## src/rtl/pharmacy_pkg.sv

```systemverilog
`default_nettype none
// ============================================================================
// Module      : pharmacy_pkg
// Description : Shared types and constants for the pharmacy queue desk
//               controller and its list-capture helper. Holds the memory mode
//               encodings, request opcodes, the controller state encoding,
//               the default queue capacity and the ID / time field widths.
// Revision    : 1.0 - initial release
// ============================================================================
package pharmacy_pkg;

    localparam int CAPACITY_DEFAULT = 10;
    localparam int ID_W             = 5;
    localparam int TIME_W           = 8;

    // Memory mode encodings
    localparam logic [1:0] MODE_LIST  = 2'b00;
    localparam logic [1:0] MODE_IDLE  = 2'b01;
    localparam logic [1:0] MODE_CHKIN = 2'b10;
    localparam logic [1:0] MODE_SERVE = 2'b11;

    // Request opcodes mirror the memory modes; 01 is a no-op request
    localparam logic [1:0] OP_LIST  = 2'b00;
    localparam logic [1:0] OP_NOP   = 2'b01;
    localparam logic [1:0] OP_CHKIN = 2'b10;
    localparam logic [1:0] OP_SERVE = 2'b11;

    // Controller state encoding
    typedef logic [2:0] state_t;
    localparam state_t ST_IDLE      = 3'd0;
    localparam state_t ST_CHKIN     = 3'd1;
    localparam state_t ST_SERVE     = 3'd2;
    localparam state_t ST_LIST_WAIT = 3'd3;
    localparam state_t ST_LIST_RUN  = 3'd4;
    localparam state_t ST_DONE      = 3'd5;

endpackage : pharmacy_pkg
`default_nettype wire

```

## src/rtl/pharmacy_list_capture.sv

```systemverilog
`default_nettype none
// ============================================================================
// Module      : pharmacy_list_capture
// Description : Turns the queue memory's list stream into per-ID valid
//               strobes. Skips the restart cycle, counts delivered IDs
//               (saturating at 15), detects completion and aborts on timeout.
// Ports       : clk, rst          - clock, synchronous active-high reset
//               i_start           - a list request was accepted this cycle
//               i_empty           - that list request found the queue empty
//               i_wait / i_run    - controller is in LIST_WAIT / LIST_RUN
//               i_list_out        - memory listOutput
//               i_list_busy       - memory listBusy
//               i_mem_ready       - memory ready
//               o_go_run          - restart cycle seen, move to LIST_RUN
//               o_finish          - list ends this cycle (normal or timeout)
//               o_list_valid/id   - registered listed-ID strobe and value
//               o_list_count      - IDs delivered in the current/last list
//               o_list_done       - registered completion pulse
//               o_list_err        - list ended by timeout
// Revision    : 1.0 - initial release
// ============================================================================
module pharmacy_list_capture
    import pharmacy_pkg::*;
#(
    parameter int TIMEOUT = 32
) (
    input  logic            clk,
    input  logic            rst,
    input  logic            i_start,
    input  logic            i_empty,
    input  logic            i_wait,
    input  logic            i_run,
    input  logic [ID_W-1:0] i_list_out,
    input  logic            i_list_busy,
    input  logic            i_mem_ready,
    output logic            o_go_run,
    output logic            o_finish,
    output logic            o_list_valid,
    output logic [ID_W-1:0] o_list_id,
    output logic [3:0]      o_list_count,
    output logic            o_list_done,
    output logic            o_list_err
);

    localparam int                 c_cnt_w = $clog2(TIMEOUT + 1);
    localparam logic [c_cnt_w-1:0] c_last  = c_cnt_w'(TIMEOUT - 1);

    logic [c_cnt_w-1:0] r_cnt;
    logic               r_list_valid;
    logic [ID_W-1:0]    r_list_id;
    logic [3:0]         r_list_count;
    logic               r_list_done;
    logic               r_list_err;

    logic w_active;
    logic w_timeout;
    logic w_normal_done;
    logic w_capture;

    // r_cnt is zero on the first list cycle, so the last allowed cycle is
    // TIMEOUT-1 and the list states occupy exactly TIMEOUT cycles.
    assign w_active      = i_wait | i_run;
    assign w_timeout     = w_active && (r_cnt == c_last);
    assign w_normal_done = i_run && !i_list_busy && i_mem_ready;
    // Only LIST_RUN busy cycles carry IDs; the restart cycle is seen in WAIT.
    assign w_capture     = i_run && i_list_busy && !w_timeout;

    assign o_go_run = i_wait && i_list_busy && !w_timeout;
    assign o_finish = w_normal_done || w_timeout;

    always_ff @(posedge clk) begin
        if (rst) begin
            r_cnt        <= '0;
            r_list_valid <= 1'b0;
            r_list_id    <= '0;
            r_list_count <= 4'd0;
            r_list_done  <= 1'b0;
            r_list_err   <= 1'b0;
        end else begin
            r_list_valid <= w_capture;
            r_list_done  <= w_normal_done || w_timeout || (i_start && i_empty);

            if (w_capture) begin
                r_list_id <= i_list_out;
            end

            if (i_start) begin
                r_cnt        <= '0;
                r_list_count <= 4'd0;
                r_list_err   <= 1'b0;
            end else begin
                if (w_active && (r_cnt != c_last)) begin
                    r_cnt <= r_cnt + 1'b1;
                end
                if (w_capture && (r_list_count != 4'hF)) begin
                    r_list_count <= r_list_count + 4'd1;
                end
                // A clean finish in the same cycle as the deadline wins.
                if (w_timeout && !w_normal_done) begin
                    r_list_err <= 1'b1;
                end
            end
        end
    end

    assign o_list_valid = r_list_valid;
    assign o_list_id    = r_list_id;
    assign o_list_count = r_list_count;
    assign o_list_done  = r_list_done;
    assign o_list_err   = r_list_err;

endmodule : pharmacy_list_capture
`default_nettype wire

```

## src/rtl/pharmacy_desk_ctrl.sv

```systemverilog
`default_nettype none
// ============================================================================
// Module      : pharmacy_desk_ctrl
// Description : Command initiator for the pharmacy queue memory. Accepts
//               check-in / serve / list requests over valid/ready, issues
//               one-cycle memory commands separated by an idle cycle, keeps a
//               shadow occupancy count and delivers the list stream as clean
//               per-ID strobes with a completion pulse.
// Ports       : clk, rst                     - clock, sync active-high reset
//               req_valid/ready/op/id/time   - request handshake
//               mem_mode/id/time             - command outputs to memory
//               mem_list_out/busy, mem_ready - memory status inputs
//               list_valid/id/done/count/err - list results
//               reject                       - request refused pulse
//               occupancy                    - shadow entry count
// Revision    : 1.0 - initial release
// ============================================================================
module pharmacy_desk_ctrl
    import pharmacy_pkg::*;
#(
    parameter int CAPACITY     = CAPACITY_DEFAULT,
    parameter int LIST_TIMEOUT = 32
) (
    input  logic              clk,
    input  logic              rst,
    input  logic              req_valid,
    output logic              req_ready,
    input  logic [1:0]        req_op,
    input  logic [ID_W-1:0]   req_id,
    input  logic [TIME_W-1:0] req_time,
    output logic [1:0]        mem_mode,
    output logic [ID_W-1:0]   mem_id,
    output logic [TIME_W-1:0] mem_time,
    input  logic [ID_W-1:0]   mem_list_out,
    input  logic              mem_list_busy,
    input  logic              mem_ready,
    output logic              list_valid,
    output logic [ID_W-1:0]   list_id,
    output logic              list_done,
    output logic [3:0]        list_count,
    output logic              list_err,
    output logic              reject,
    output logic [3:0]        occupancy
);

    localparam logic [3:0] c_cap = 4'(CAPACITY);

    state_t            r_state;
    logic              r_req_ready;
    logic [1:0]        r_mem_mode;
    logic [ID_W-1:0]   r_mem_id;
    logic [TIME_W-1:0] r_mem_time;
    logic [3:0]        r_occupancy;
    logic              r_reject;

    state_t     w_next_state;
    logic [1:0] w_next_mode;
    logic       w_accept;
    logic       w_reject;
    logic       w_list_start;
    logic       w_list_empty;
    logic       w_cap_go_run;
    logic       w_cap_finish;

    assign w_accept = req_valid && r_req_ready && (r_state == ST_IDLE);

    always_comb begin
        w_next_state = r_state;
        w_reject     = 1'b0;
        w_list_start = 1'b0;
        w_list_empty = 1'b0;
        case (r_state)
            ST_IDLE: begin
                if (w_accept) begin
                    case (req_op)
                        OP_CHKIN: begin
                            if ((r_occupancy == c_cap) || (req_id == '0)) begin
                                w_reject = 1'b1;
                            end else begin
                                w_next_state = ST_CHKIN;
                            end
                        end
                        OP_SERVE: begin
                            if (r_occupancy == 4'd0) begin
                                w_reject = 1'b1;
                            end else begin
                                w_next_state = ST_SERVE;
                            end
                        end
                        OP_LIST: begin
                            w_list_start = 1'b1;
                            if (r_occupancy == 4'd0) begin
                                // Nothing to list: report an empty list without
                                // touching the memory.
                                w_list_empty = 1'b1;
                                w_next_state = ST_DONE;
                            end else begin
                                w_next_state = ST_LIST_WAIT;
                            end
                        end
                        default: ;
                    endcase
                end
            end
            ST_CHKIN:     w_next_state = ST_DONE;
            ST_SERVE:     w_next_state = ST_DONE;
            ST_LIST_WAIT: begin
                if (w_cap_finish) begin
                    w_next_state = ST_DONE;
                end else if (w_cap_go_run) begin
                    w_next_state = ST_LIST_RUN;
                end
            end
            ST_LIST_RUN: begin
                if (w_cap_finish) begin
                    w_next_state = ST_DONE;
                end
            end
            ST_DONE:      w_next_state = ST_IDLE;
            default:      w_next_state = ST_IDLE;
        endcase
    end

    // The mode register follows the state being entered, so each command
    // lasts exactly as long as its state and DONE forces an idle cycle.
    always_comb begin
        w_next_mode = MODE_IDLE;
        case (w_next_state)
            ST_CHKIN:     w_next_mode = MODE_CHKIN;
            ST_SERVE:     w_next_mode = MODE_SERVE;
            ST_LIST_WAIT: w_next_mode = MODE_LIST;
            ST_LIST_RUN:  w_next_mode = MODE_LIST;
            default:      w_next_mode = MODE_IDLE;
        endcase
    end

    always_ff @(posedge clk) begin
        if (rst) begin
            r_state     <= ST_IDLE;
            r_req_ready <= 1'b0;
            r_mem_mode  <= MODE_IDLE;
            r_mem_id    <= '0;
            r_mem_time  <= '0;
            r_occupancy <= 4'd0;
            r_reject    <= 1'b0;
        end else begin
            r_state    <= w_next_state;
            r_mem_mode <= w_next_mode;
            r_reject   <= w_reject;
            // Ready rises only after a full IDLE cycle: the first IDLE cycle
            // after DONE (or reset) keeps it low, giving the 3-cycle turnaround.
            r_req_ready <= (w_next_state == ST_IDLE) && (r_state == ST_IDLE);

            if (w_next_state == ST_CHKIN) begin
                r_mem_id   <= req_id;
                r_mem_time <= req_time;
            end

            if (r_state == ST_CHKIN) begin
                r_occupancy <= r_occupancy + 4'd1;
            end else if (r_state == ST_SERVE) begin
                r_occupancy <= r_occupancy - 4'd1;
            end
        end
    end

    pharmacy_list_capture #(
        .TIMEOUT (LIST_TIMEOUT)
    ) u_list_capture (
        .clk          (clk),
        .rst          (rst),
        .i_start      (w_list_start),
        .i_empty      (w_list_empty),
        .i_wait       (r_state == ST_LIST_WAIT),
        .i_run        (r_state == ST_LIST_RUN),
        .i_list_out   (mem_list_out),
        .i_list_busy  (mem_list_busy),
        .i_mem_ready  (mem_ready),
        .o_go_run     (w_cap_go_run),
        .o_finish     (w_cap_finish),
        .o_list_valid (list_valid),
        .o_list_id    (list_id),
        .o_list_count (list_count),
        .o_list_done  (list_done),
        .o_list_err   (list_err)
    );

    assign req_ready = r_req_ready;
    assign mem_mode  = r_mem_mode;
    assign mem_id    = r_mem_id;
    assign mem_time  = r_mem_time;
    assign reject    = r_reject;
    assign occupancy = r_occupancy;

endmodule : pharmacy_desk_ctrl
`default_nettype wire
```

## config.mk

```make
export PLATFORM = sky130hd
export DESIGN_NAME = pharmacy_desk_ctrl
export DESIGN_NICKNAME = d
export VERILOG_FILES = /design/src/rtl/pharmacy_pkg.sv /design/src/rtl/pharmacy_list_capture.sv /design/src/rtl/pharmacy_desk_ctrl.sv
export SDC_FILE = /design/constraint.sdc
export NUM_CORES = 1
export LEC_CHECK = 0
export ABC_AREA = 1
export ABC_CLOCK_PERIOD_IN_PS = 3400
export CAP_MARGIN = 20
export CORE_MARGIN = 2
export CORE_UTILIZATION = 45
export CTS_BUF_LIST = sky130_fd_sc_hd__clkbuf_8
export DETAILED_ROUTE_END_ITERATION = 16
export MAX_ROUTING_LAYER = met4
export PLACE_DENSITY = 0.82
export SETUP_SLACK_MARGIN = 0.3
export SLEW_MARGIN = 20
export SYNTH_ARGS = -nofsm -noshare
export SYNTH_HDL_FRONTEND = slang
export SYNTH_HIERARCHICAL = 1
export SYNTH_SLANG_ARGS = --single-unit
```

## constraint.sdc

```tcl
create_clock -name clk -period 3.4 [get_ports clk]
set_clock_uncertainty 0.1 [all_clocks]
set_input_delay 0.68 -clock clk [delete_from_list [all_inputs] [get_ports clk]]
set_output_delay 0.68 -clock clk [all_outputs]
set_load 0.01 [all_outputs]
```

== Word-level counts from Yosys, hierarchy flattened ==
Index checks and enable logic that the tools add are counted.

* Multiplexer cells: 21
* Add/subtract/negate cells: 4
* Reductions and logical operators: 30
* Bitwise gates (word level): 3
* Eq/ne operators: 14

{| class="wikitable"
|+ Operator list
! cell !! count
|-
| $mux 3 || 7
|-
| $logic_and 1x1->1 || 14
|-
| $eq 3x2->1 const B || 4
|-
| $pmux 3 s4 || 1
|-
| $pmux 3 s3 || 1
|-
| $add 4x1->4 const B || 2
|-
| $mux 1 || 8
|-
| $mux 4 || 2
|-
| $add 6x1->6 const B || 1
|-
| $eq 3x1->1 const B || 2
|-
| $eq 3x3->1 const B || 2
|-
| $eq 6x5->1 const B || 1
|-
| $logic_not 3->1 || 2
|-
| $ne 6x5->1 const B || 1
|-
| $pmux 2 s3 || 1
|-
| $reduce_or 2->1 || 3
|-
| $logic_not 5->1 || 1
|-
| $eq 2x2->1 const B || 2
|-
| $eq 4x4->1 const B || 1
|-
| $logic_not 4->1 || 1
|-
| $ne 4x4->1 const B || 1
|-
| $sub 4x1->4 const B || 1
|-
| $logic_not 1->1 || 3
|-
| $logic_or 1x1->1 || 3
|-
| 6 further kinds || 7
|}

* Output and inout bits: 33
* Input port bits: 25
* Word-level logic and storage cells: 85
* Flip-flop bits (word level): 42

== Longest topological paths before layout ==
Gate-level depths: netlist (run 1).

* Depth in word-level cells: 11
* Gate-level depth with buffers: 17
* Gate-level depth less buffers: 16

== Hierarchy ==
Netlist (run 1), hierarchy kept.

{| class="wikitable"
|+ Modules (own cells, without submodules)
! module !! times used !! cells an instance !! area each (um^2)
|-
| pharmacy_desk_ctrl || 1 || 210 || 1341.3
|-
| pharmacy_list_capture || 1 || 115 || 844.6
|}

== Worst setup path after synthesis (run 1) ==
Ideal clock, no wire load.

* Path kind: register to register
* From: register u_list_capture.r_cnt[0]
* To: register r_mem_id[1], in the netlist mem_id[1]
* Path buffers: 1
* Data required time: 3.190 ns
* Path slack: 1.386 ns
* Arrival time: 1.804 ns
* Period minus slack after synthesis: 2.014 ns
* Cell stages (with the launch flop): 14
* Setup time: 0.110 ns
* Cells stage by stage: dfxtp_1 ha_1 nand3_2 nor2_4 nand2_1 nand2_1 nor2_1 nand2_1 o21ai_1 nor2_4 buf_2 nand4_1 nand2_1 nor2_1

* Elaborated cells between the ends (all ways): 10
* Those cells by class: eq/ne: 2; mux: 4; reduce/logical: 4

{| class="wikitable"
|+ RTL lines
! what !! line !! source
|-
| from (decl) || pharmacy_list_capture.sv:48 || <nowiki>logic [c_cnt_w-1:0] r_cnt;</nowiki>
|-
| from (signal assigned) || pharmacy_list_capture.sv:93 || <nowiki>r_cnt <= r_cnt + 1'b1;</nowiki>
|-
| $eq 6x5->1 (*) || pharmacy_list_capture.sv:63 || <nowiki>assign w_timeout = w_active && (r_cnt == c_last);</nowiki>
|-
| $logic_and 1x1->1 (*) || pharmacy_list_capture.sv:63 ||
|-
| $logic_or 1x1->1 (*) || pharmacy_list_capture.sv:69 || <nowiki>assign o_finish = w_normal_done || w_timeout;</nowiki>
|-
| named net w_cap_finish || pharmacy_desk_ctrl.sv:63 || <nowiki>logic w_cap_finish;</nowiki>
|-
| $mux 3 (on tied branches) || pharmacy_desk_ctrl.sv:115, pharmacy_desk_ctrl.sv:108 ||
|-
| $pmux 3 s4 (*) || pharmacy_desk_ctrl.sv:72 || <nowiki>case (r_state)</nowiki>
|-
| $eq 3x1->1 (*) || pharmacy_desk_ctrl.sv:154 || <nowiki>if (w_next_state == ST_CHKIN) begin</nowiki>
|-
| to (signal assigned) || pharmacy_desk_ctrl.sv:155 || <nowiki>r_mem_id <= req_id;</nowiki>
|-
| to (decl) || pharmacy_desk_ctrl.sv:51 || <nowiki>logic [ID_W-1:0] r_mem_id;</nowiki>
|}

Mark *: on every way through the listed nets, which the timed path passes. The rest lies on a longest branch.
A chain may end at the register's enable or synchronous reset.

== Worst setup path after layout (run 1) ==
* From: input port mem_list_busy
* To: register r_mem_time[4], in the netlist mem_time[4]

* Elaborated cells between the ends (all ways): 11
* Those cells by class: eq/ne: 1; mux: 4; reduce/logical: 6

{| class="wikitable"
|+ RTL lines
! what !! line !! source
|-
| from (decl) || pharmacy_desk_ctrl.sv:35 || <nowiki>input logic mem_list_busy,</nowiki>
|-
| $logic_and 1x1->1 (2 in series) || pharmacy_list_capture.sv:68 || <nowiki>assign o_go_run = i_wait && i_list_busy && !w_timeout;</nowiki>
|-
| named net w_cap_go_run || pharmacy_desk_ctrl.sv:62 || <nowiki>logic w_cap_go_run;</nowiki>
|-
| $mux 3 || pharmacy_desk_ctrl.sv:110 || <nowiki>end else if (w_cap_go_run) begin</nowiki>
|-
| $mux 3 || pharmacy_desk_ctrl.sv:108 || <nowiki>if (w_cap_finish) begin</nowiki>
|-
| $pmux 3 s4 || pharmacy_desk_ctrl.sv:72 ||
|-
| $eq 3x1->1 || pharmacy_desk_ctrl.sv:154 ||
|-
| to (signal assigned) || pharmacy_desk_ctrl.sv:156 || <nowiki>r_mem_time <= req_time;</nowiki>
|-
| to (decl) || pharmacy_desk_ctrl.sv:52 || <nowiki>logic [TIME_W-1:0] r_mem_time;</nowiki>
|}

The timed path passes the listed nets, and every way through them passes these cells.

==> results of run 1 <==
-- Yosys cell counts (all sizes together), types with 2 or more instances --
cell type	count	area (um^2)
nand2	77	294
nand3	17	113
inv	70	263
ha	4	50.1
nand4	14	87.6
xor2	2	17.5
dfxtp	42	841
nor3	3	15.0
o21ai	15	78.8
nor2	52	230
xnor2	2	17.5
buf	5	36.3
a21oi	15	75.1
-- through the flow --
stage | std cells | util [%] | cell area [um^2]
3_3_place_gp | 430 | 59.3 | 2780
2_1_floorplan | 325 | - | 2190
4_1_cts | 438 | 61.3 | 2880
3_5_place_dp | 430 | 59.3 | 2780
5_1_grt | 438 | 61.3 | 2880
6_report | 438 | 61.3 | 2880
-- layout by cell type, fill, tap and decap left out --
cell type / netlist / routed
a21oi_1: 15 / 15
xor2_1: 2 / 2
xnor2_1: 2 / 2
fa_1: 1 / 1
nand3_4: 1 / 1
nand3_1: 13 / 13
o21ai_1: 7 / 7
o22ai_1: 1 / 1
clkinvlp_4: 0 / 1
nand3_2: 3 / 3
nor2_4: 4 / 4
inv_1: 66 / 66
nand4_1: 14 / 14
nor2_2: 2 / 2
clkdlybuf4s50_1: 0 / 57
nor3_1: 3 / 3
dfxtp_1: 42 / 42
o21ai_2: 1 / 1
and3_1: 1 / 1
clkbuf_8: 0 / 5
clkinv_8: 1 / 1
nand2_2: 2 / 2
a211oi_1: 1 / 1
ha_1: 4 / 4
o31ai_1: 1 / 1
nand2_1: 75 / 75
nor2_1: 46 / 46
o21ai_0: 7 / 7
clkinv_4: 0 / 1
inv_2: 4 / 4
inv_6: 0 / 1
-- cell type report --
cell class                      count  area share [%]
Sequential cell                    42            29.2
Tap cell                           54            2.35
Clock inverter                      3           0.870
Timing Repair Buffer               57            19.8
Multi-Input combinational cell    206            35.7
Clock buffer                        5            2.39
Inverter                           71            9.70
-- worst min-delay path by stage --
stage                                    from                   endpoint  slack, ns  cells after the start
finish              u_list_capture/o_list_err  u_list_capture/o_list_err       0.36                      2
global route        u_list_capture/o_list_err  u_list_capture/o_list_err       0.38                      2
CTS                 u_list_capture/o_list_err  u_list_capture/o_list_err       0.36                      2
detailed placement  u_list_capture/o_list_err  u_list_capture/o_list_err       0.34                      2
global placement    u_list_capture/o_list_err  u_list_capture/o_list_err       0.34                      2
floorplan             u_list_capture/r_cnt[5]    u_list_capture/r_cnt[5]       0.36                      2
-- kinds of logic (layout without fill, tap and decap cells) --
kind of cell / Yosys count / count (layout)
DFF: 42 / 42
AOI/OAI and AO/OA: 33 / 33
buffers and inverters: 77 / 136
and+or+nand+nor: 164 / 164
adders and majority gates: 5 / 5
xor gates and xnor gates: 4 / 4
-- sequential cells by signal, indices dropped and copies added, names as in the netlist --
name                         flops
mem_mode                         2
u_list_capture/o_list_id         5
u_list_capture/o_list_count      4
r_state                          3
mem_id                           5
mem_time                         8
u_list_capture/o_list_done       1
req_ready                        1
occupancy                        4
u_list_capture/r_cnt             6
reject                           1
u_list_capture/o_list_err        1
u_list_capture/o_list_valid      1
-- power breakdown --
part / internal [mW] / switching (mW) / total, mW
Combinational: 0.457 / 0.674 / 1.13
Sequential: 0.615 / 0.0938 / 0.709
Clock: 0.148 / 0.190 / 0.339
Total: 1.22 / 0.959 / 2.18
-- worst min-delay path, cell delays in order (launching register included) --
cell and delay [ns]:
dfxtp_1 0.32, inv_1 0.05, a21oi_1 0.05
-- routing by layer --
layer | global-route usage, % | wire, um | part of all wire, % | vias to the layer above
met5 | - | 0 | 0 | -
met4 | 5.86 | 57 | 1.2 | 0
met3 | 4.80 | 296 | 6.2 | 7
met2 | 29.4 | 2160 | 45 | 54
met1 | 23.3 | 2260 | 47 | 900
li1 | - | - | - | 1112
==> flow_summary_export.csv, run 1 <==
group,metric,value,unit
clock_tree,htree_levels,2,
setup_path,path_buf_inv,3,
clock_tree,cts.sinks,42,
clock_tree,clockBufferDepth,2,
power,power-per-cell-area,757,nW/um^2
timing,tightest_slew,0.520,ns
timing,final_max_slew_viol_count,0,
drt,routed_via_density,4.73,
clock_tree,hold_buffers,0,
setup_path,crit_path_top_delay_cell,"clkdlybuf4s50_1",
clock_tree,insertion_delay,0.31,ns
yosys,synth_compound_area_share,8.01,%
global_routing,grt_pass1_wl,7.75,mm
placed_design,dpl_worst_slack,0.614,ns
timing,tns,0,ns
clock_tree,clk_pin_slew_worst_paths,0.08,ns
setup_path,path_class,"input port to flop",
setup_path,r2r_slack,0.96,ns
placed_design,io_buffers,57,
setup_path,crit_start,"mem_list_busy",
job,maxCapViolations,0,
yosys,synth_mux_area_share,0,%
setup_path,r2r_end,"mem_time[4]",
yosys,ys_ff_latch,42,
global_routing,grt_max_degree,18,
drt,routed_wl,4.78,mm
yosys,yosysSeqAreaShare,38.5,%
yosys,synth-xor-area-share,1.60,%
setup_path,cp.arrival,2.63,ns
timing,rsz0062_at_grt,"no",
yosys,ys.flop_type,"dfxtp_1",
yosys,yosys.area_share.simple,34.1,%
timing,fmax,402,MHz
worst_hold_path,min_path_type,"flop to flop",
finish,finalNetCount,413,
finish,n_antenna_cell,0,
die,die_width,73.7,um
drt,antenna_left,0,
yosys,synth_edf_count,0,
die,rows,25,
outcome,outcome,"complete, no violations",
yosys,synthAdderAreaFrac,3.21,%
drt,drtIter0Drc,134,
setup_path,crit_chain,"clkdlybuf4s50_1 -> inv_1 -> nor3_1 -> nor2_1 -> nand2_1 -> o21ai_1 -> nor2_4 -> nand3_4 -> nand2_1 -> inv_1 -> nor2_1",
timing,finalCritPeriodShare,73.2,%
setup_path,rr_worst_depth,15,
timing,slew_headroom,65.2,%
power,vdd_ir_drop_max,0.000290,V
global_routing,grt_usage,18.6,%
timing,final-setup-viol-count,0,
clock_tree,postCtsSetupRepairBufs,0,
die,start_util,46.6,%
power,total_power,2.18,mW
setup_path,worstPathMaxFanout,15,
timing,period_needed,2.49,ns
yosys,synth_top_family_by_area,"simple AND/OR/NAND/NOR gates",
drt,vias,2073,
placed_design,place_hpwl,3.52,mm
timing,hold_ws,0.362,ns
setup_path,rr_startpoint,"r_state[0]",
setup_path,start_kind,"input port",
die,dieArea,5430,um^2
yosys,netlist_area,2190,um^2
finish,seqCellArea,841,um^2
global_routing,grt.overflow.total,0,
yosys,syn_avg_cell_area,6.73,um^2
power,power.leakage,1.33,nW
die,fp.dieH,73.7,um
drt,post_drt_wl_per_cell,10.9,um
drt,drc_errors,0,
yosys,synthCells,325,
finish,layout-drive-gt1-share,6.77,%
setup_path,cp-end-kind,"flop",
timing,fin_ws,0.912,ns
finish,nFillCells,431,
clock_tree,cts-root-buf,"clkbuf_8",
drt,first_pass_iters,4,
yosys,syn-num-nets,355,
yosys,synth_cell_types,30,
finish,area_growth,31.7,%
setup_path,crit_cells,11,
clock_tree,ctsResizeCount,0,
global_routing,grt_pass1_vias,1820,
clock_tree,cts_tree,"built",
finish,multi_input_area,1030,um^2
die,core_area,4690,um^2
die,io_pins,58,
clock_tree,numCtsBuffers,5,
global_routing,antenna_found_initial,0,
yosys,ys_warn_count,6,
setup_path,required,3.54,ns
setup_path,endpoint,"mem_time[4]",
setup_path,max_stage_delay,0.49,ns
setup_path,cp_top_family,"simple AND/OR/NAND/NOR gates",
yosys,ys_async_sr_fraction,0,%
placed_design,place_congestion,0.831,
timing,hold_viol_final,0,
Note: power is estimated with default switching activity, not from simulation.
==> run 2, diff against run 1 <==
ABC_CLOCK_PERIOD_IN_PS = 2500   (was 3400)
clock period = 2.5 ns   (was 3.4 ns; I/O delays follow)
==> flow_summary_export.csv, run 2 (synthesized netlist as in run 1, its figures left out) <==
group,metric,value,unit
outcome,outcome,"complete, no violations",
die,io_pins,58,
finish,largest_reg_flops,8,
die,rows,25,
timing,fmax,486,MHz
worst_hold_path,hp-start,"u_list_capture/o_list_err",
drt,post_drt_wl_per_cell,11.1,um
setup_path,path_class,"flop to flop",
global_routing,antenna_found_initial,0,
job,maxCapViolations,0,
placed_design,io_buffers,57,
setup_path,worstPathMaxFanout,7,
timing,hold_viol_final,0,
clock_tree,cts_tree,"built",
finish,final_cell_mix,"nand2_1 (69), inv_1 (66), clkdlybuf4s50_1 (56)",
setup_path,crit_path_top_delay_cell,"dfxtp_4",
setup_path,crit_chain,"ha_4 -> nand3_4 -> nor2_4 -> nor3_1 -> nor2_1 -> nand2_1 -> nand3_2 -> nand2_2 -> nor2_4 -> nand3_4 -> nand2_1 -> inv_1 -> nor2_1",
die,start_util,46.6,%
finish,final_core_util,66.4,%
setup_path,r2r_slack,0.44,ns
placed_design,place_congestion,0.823,
timing,finalCritPeriodShare,82.3,%
clock_tree,clockBufferDepth,2,
finish,final_common_cell,"nand2_1",
power,power.leakage,1.42,nW
global_routing,grt_usage,18.6,%
die,core_area,4690,um^2
timing,hold_ws,0.371,ns
setup_path,max_stage_delay,0.38,ns
placed_design,dp.cells,434,
clock_tree,hold_buffers,0,
placed_design,placed_cell_area,2810,um^2
drt,first_pass_iters,4,
clock_tree,numCtsBuffers,5,
finish,finalNetCount,424,
setup_path,cp.arrival,2.20,ns
power,vdd_ir_drop_max,0.000522,V
die,fp.dieH,73.7,um
timing,final-setup-viol-count,0,
die,die_width,73.7,um
timing,slew_headroom,67.6,%
drt,drc_errors,0,
worst_hold_path,hold_path_end,"u_list_capture/o_list_err",
setup_path,r2r_end,"mem_time[3]",
power,power-per-cell-area,1100,nW/um^2
drt,drtIter0Drc,122,
setup_path,cp_top_family,"simple AND/OR/NAND/NOR gates",
finish,stdcell_count,449,
setup_path,rr_startpoint,"u_list_capture/r_cnt[0]",
global_routing,grt_pass1_vias,1921,
setup_path,rr_worst_depth,13,
finish,n_antenna_cell,0,
finish,final_cell_area,3120,um^2
power,total_power,3.42,mW
placed_design,dpl_worst_slack,0.0648,ns
global_routing,grt_pass1_wl,7.84,mm
worst_hold_path,min_path_type,"flop to flop",
drt,routed_via_density,4.83,
setup_path,path_buf_inv,1,
finish,area_growth,42.6,%
setup_path,start_kind,"flop",
drt,vias,2169,
die,dieArea,5430,um^2
timing,final_max_slew_viol_count,0,
setup_path,required,2.64,ns
clock_tree,insertion_delay,0.30,ns
clock_tree,cts.sinks,42,
clock_tree,clk_pin_slew_worst_paths,0.09,ns
worst_hold_path,hold_depth,2,
setup_path,cp-end-kind,"flop",
timing,tns,0,ns
clock_tree,htree_levels,2,
placed_design,place_hpwl,3.52,mm
timing,fin_ws,0.442,ns
timing,period_needed,2.06,ns
timing,rsz0062_at_grt,"no",
timing,tightest_slew,0.486,ns
clock_tree,cts-root-buf,"clkbuf_8",
finish,layout-drive-gt1-share,13.7,%
drt,routed_wl,5.00,mm
global_routing,grt_max_degree,18,
global_routing,grt.overflow.total,0,
drt,antenna_left,0,
## run 2: cell types whose count changed in the layout (fill, tap and decap cells not counted), sizes merged
cell and delta:
buf +10, bufinv +2, clkdlybuf4s50 -1, clkinvlp -1, dlymetal6s2s +1, inv -1
nand3 +1
## run 2: routing by layer
| metal | routed length (um) | vias to the layer above | track usage (%) |
|---|---|---|---|
| li1 | - | 1137 | - |
| met1 | 2290 | 972 | 23.1 |
| met2 | 2440 | 56 | 30.8 |
| met3 | 244 | 4 | 4.25 |
| met4 | 24 | 0 | 4.24 |
| met5 | 0 | - | - |
## run 2: what timing repair did
action	in CTS	in global routing
buffers inserted	0	6
gates resized for setup	0	29
setup endpoints to repair	0	18
## run 2: area by class of cell
class | instances | area [um^2]
multi-input combinational | 207 | 1120
clock buffer | 5 | 68.8
fill | 396 | 1580
timing repair buffer | 67 | 656
tap | 54 | 67.6
sequential | 42 | 852
clock inverter | 3 | 68.8
inverter | 71 | 279
## run 2: power by group
group / switching, mW / internal [mW] / leakage, nW / total, mW
sequential: 0.139 / 0.846 / 0.345 / 0.985
clock: 0.241 / 0.400 / 0.0683 / 0.642
combinational: 1.01 / 0.785 / 1.01 / 1.79
total: 1.39 / 2.03 / 1.42 / 3.42
## run 2: worst max path at each step
stage	start	endpoint	slack, ns	cells past startpoint
2_1_floorplan	u_list_capture/r_cnt[0]	mem_id[1]	0.49	13
4_1_cts	u_list_capture/r_cnt[0]	mem_id[0]	0.31	13
3_5_place_dp	mem_list_busy	mem_time[1]	0.06	10
3_3_place_gp	mem_list_busy	mem_time[2]	0.10	10
5_1_grt	u_list_capture/r_cnt[0]	mem_time[5]	0.25	13
6_report	u_list_capture/r_cnt[0]	mem_time[3]	0.44	13
## run 2: worst min-delay path: stages, from the launching register on
cell and delay [ns]:
dfxtp_1 0.32, inv_1 0.05, a21oi_1 0.06
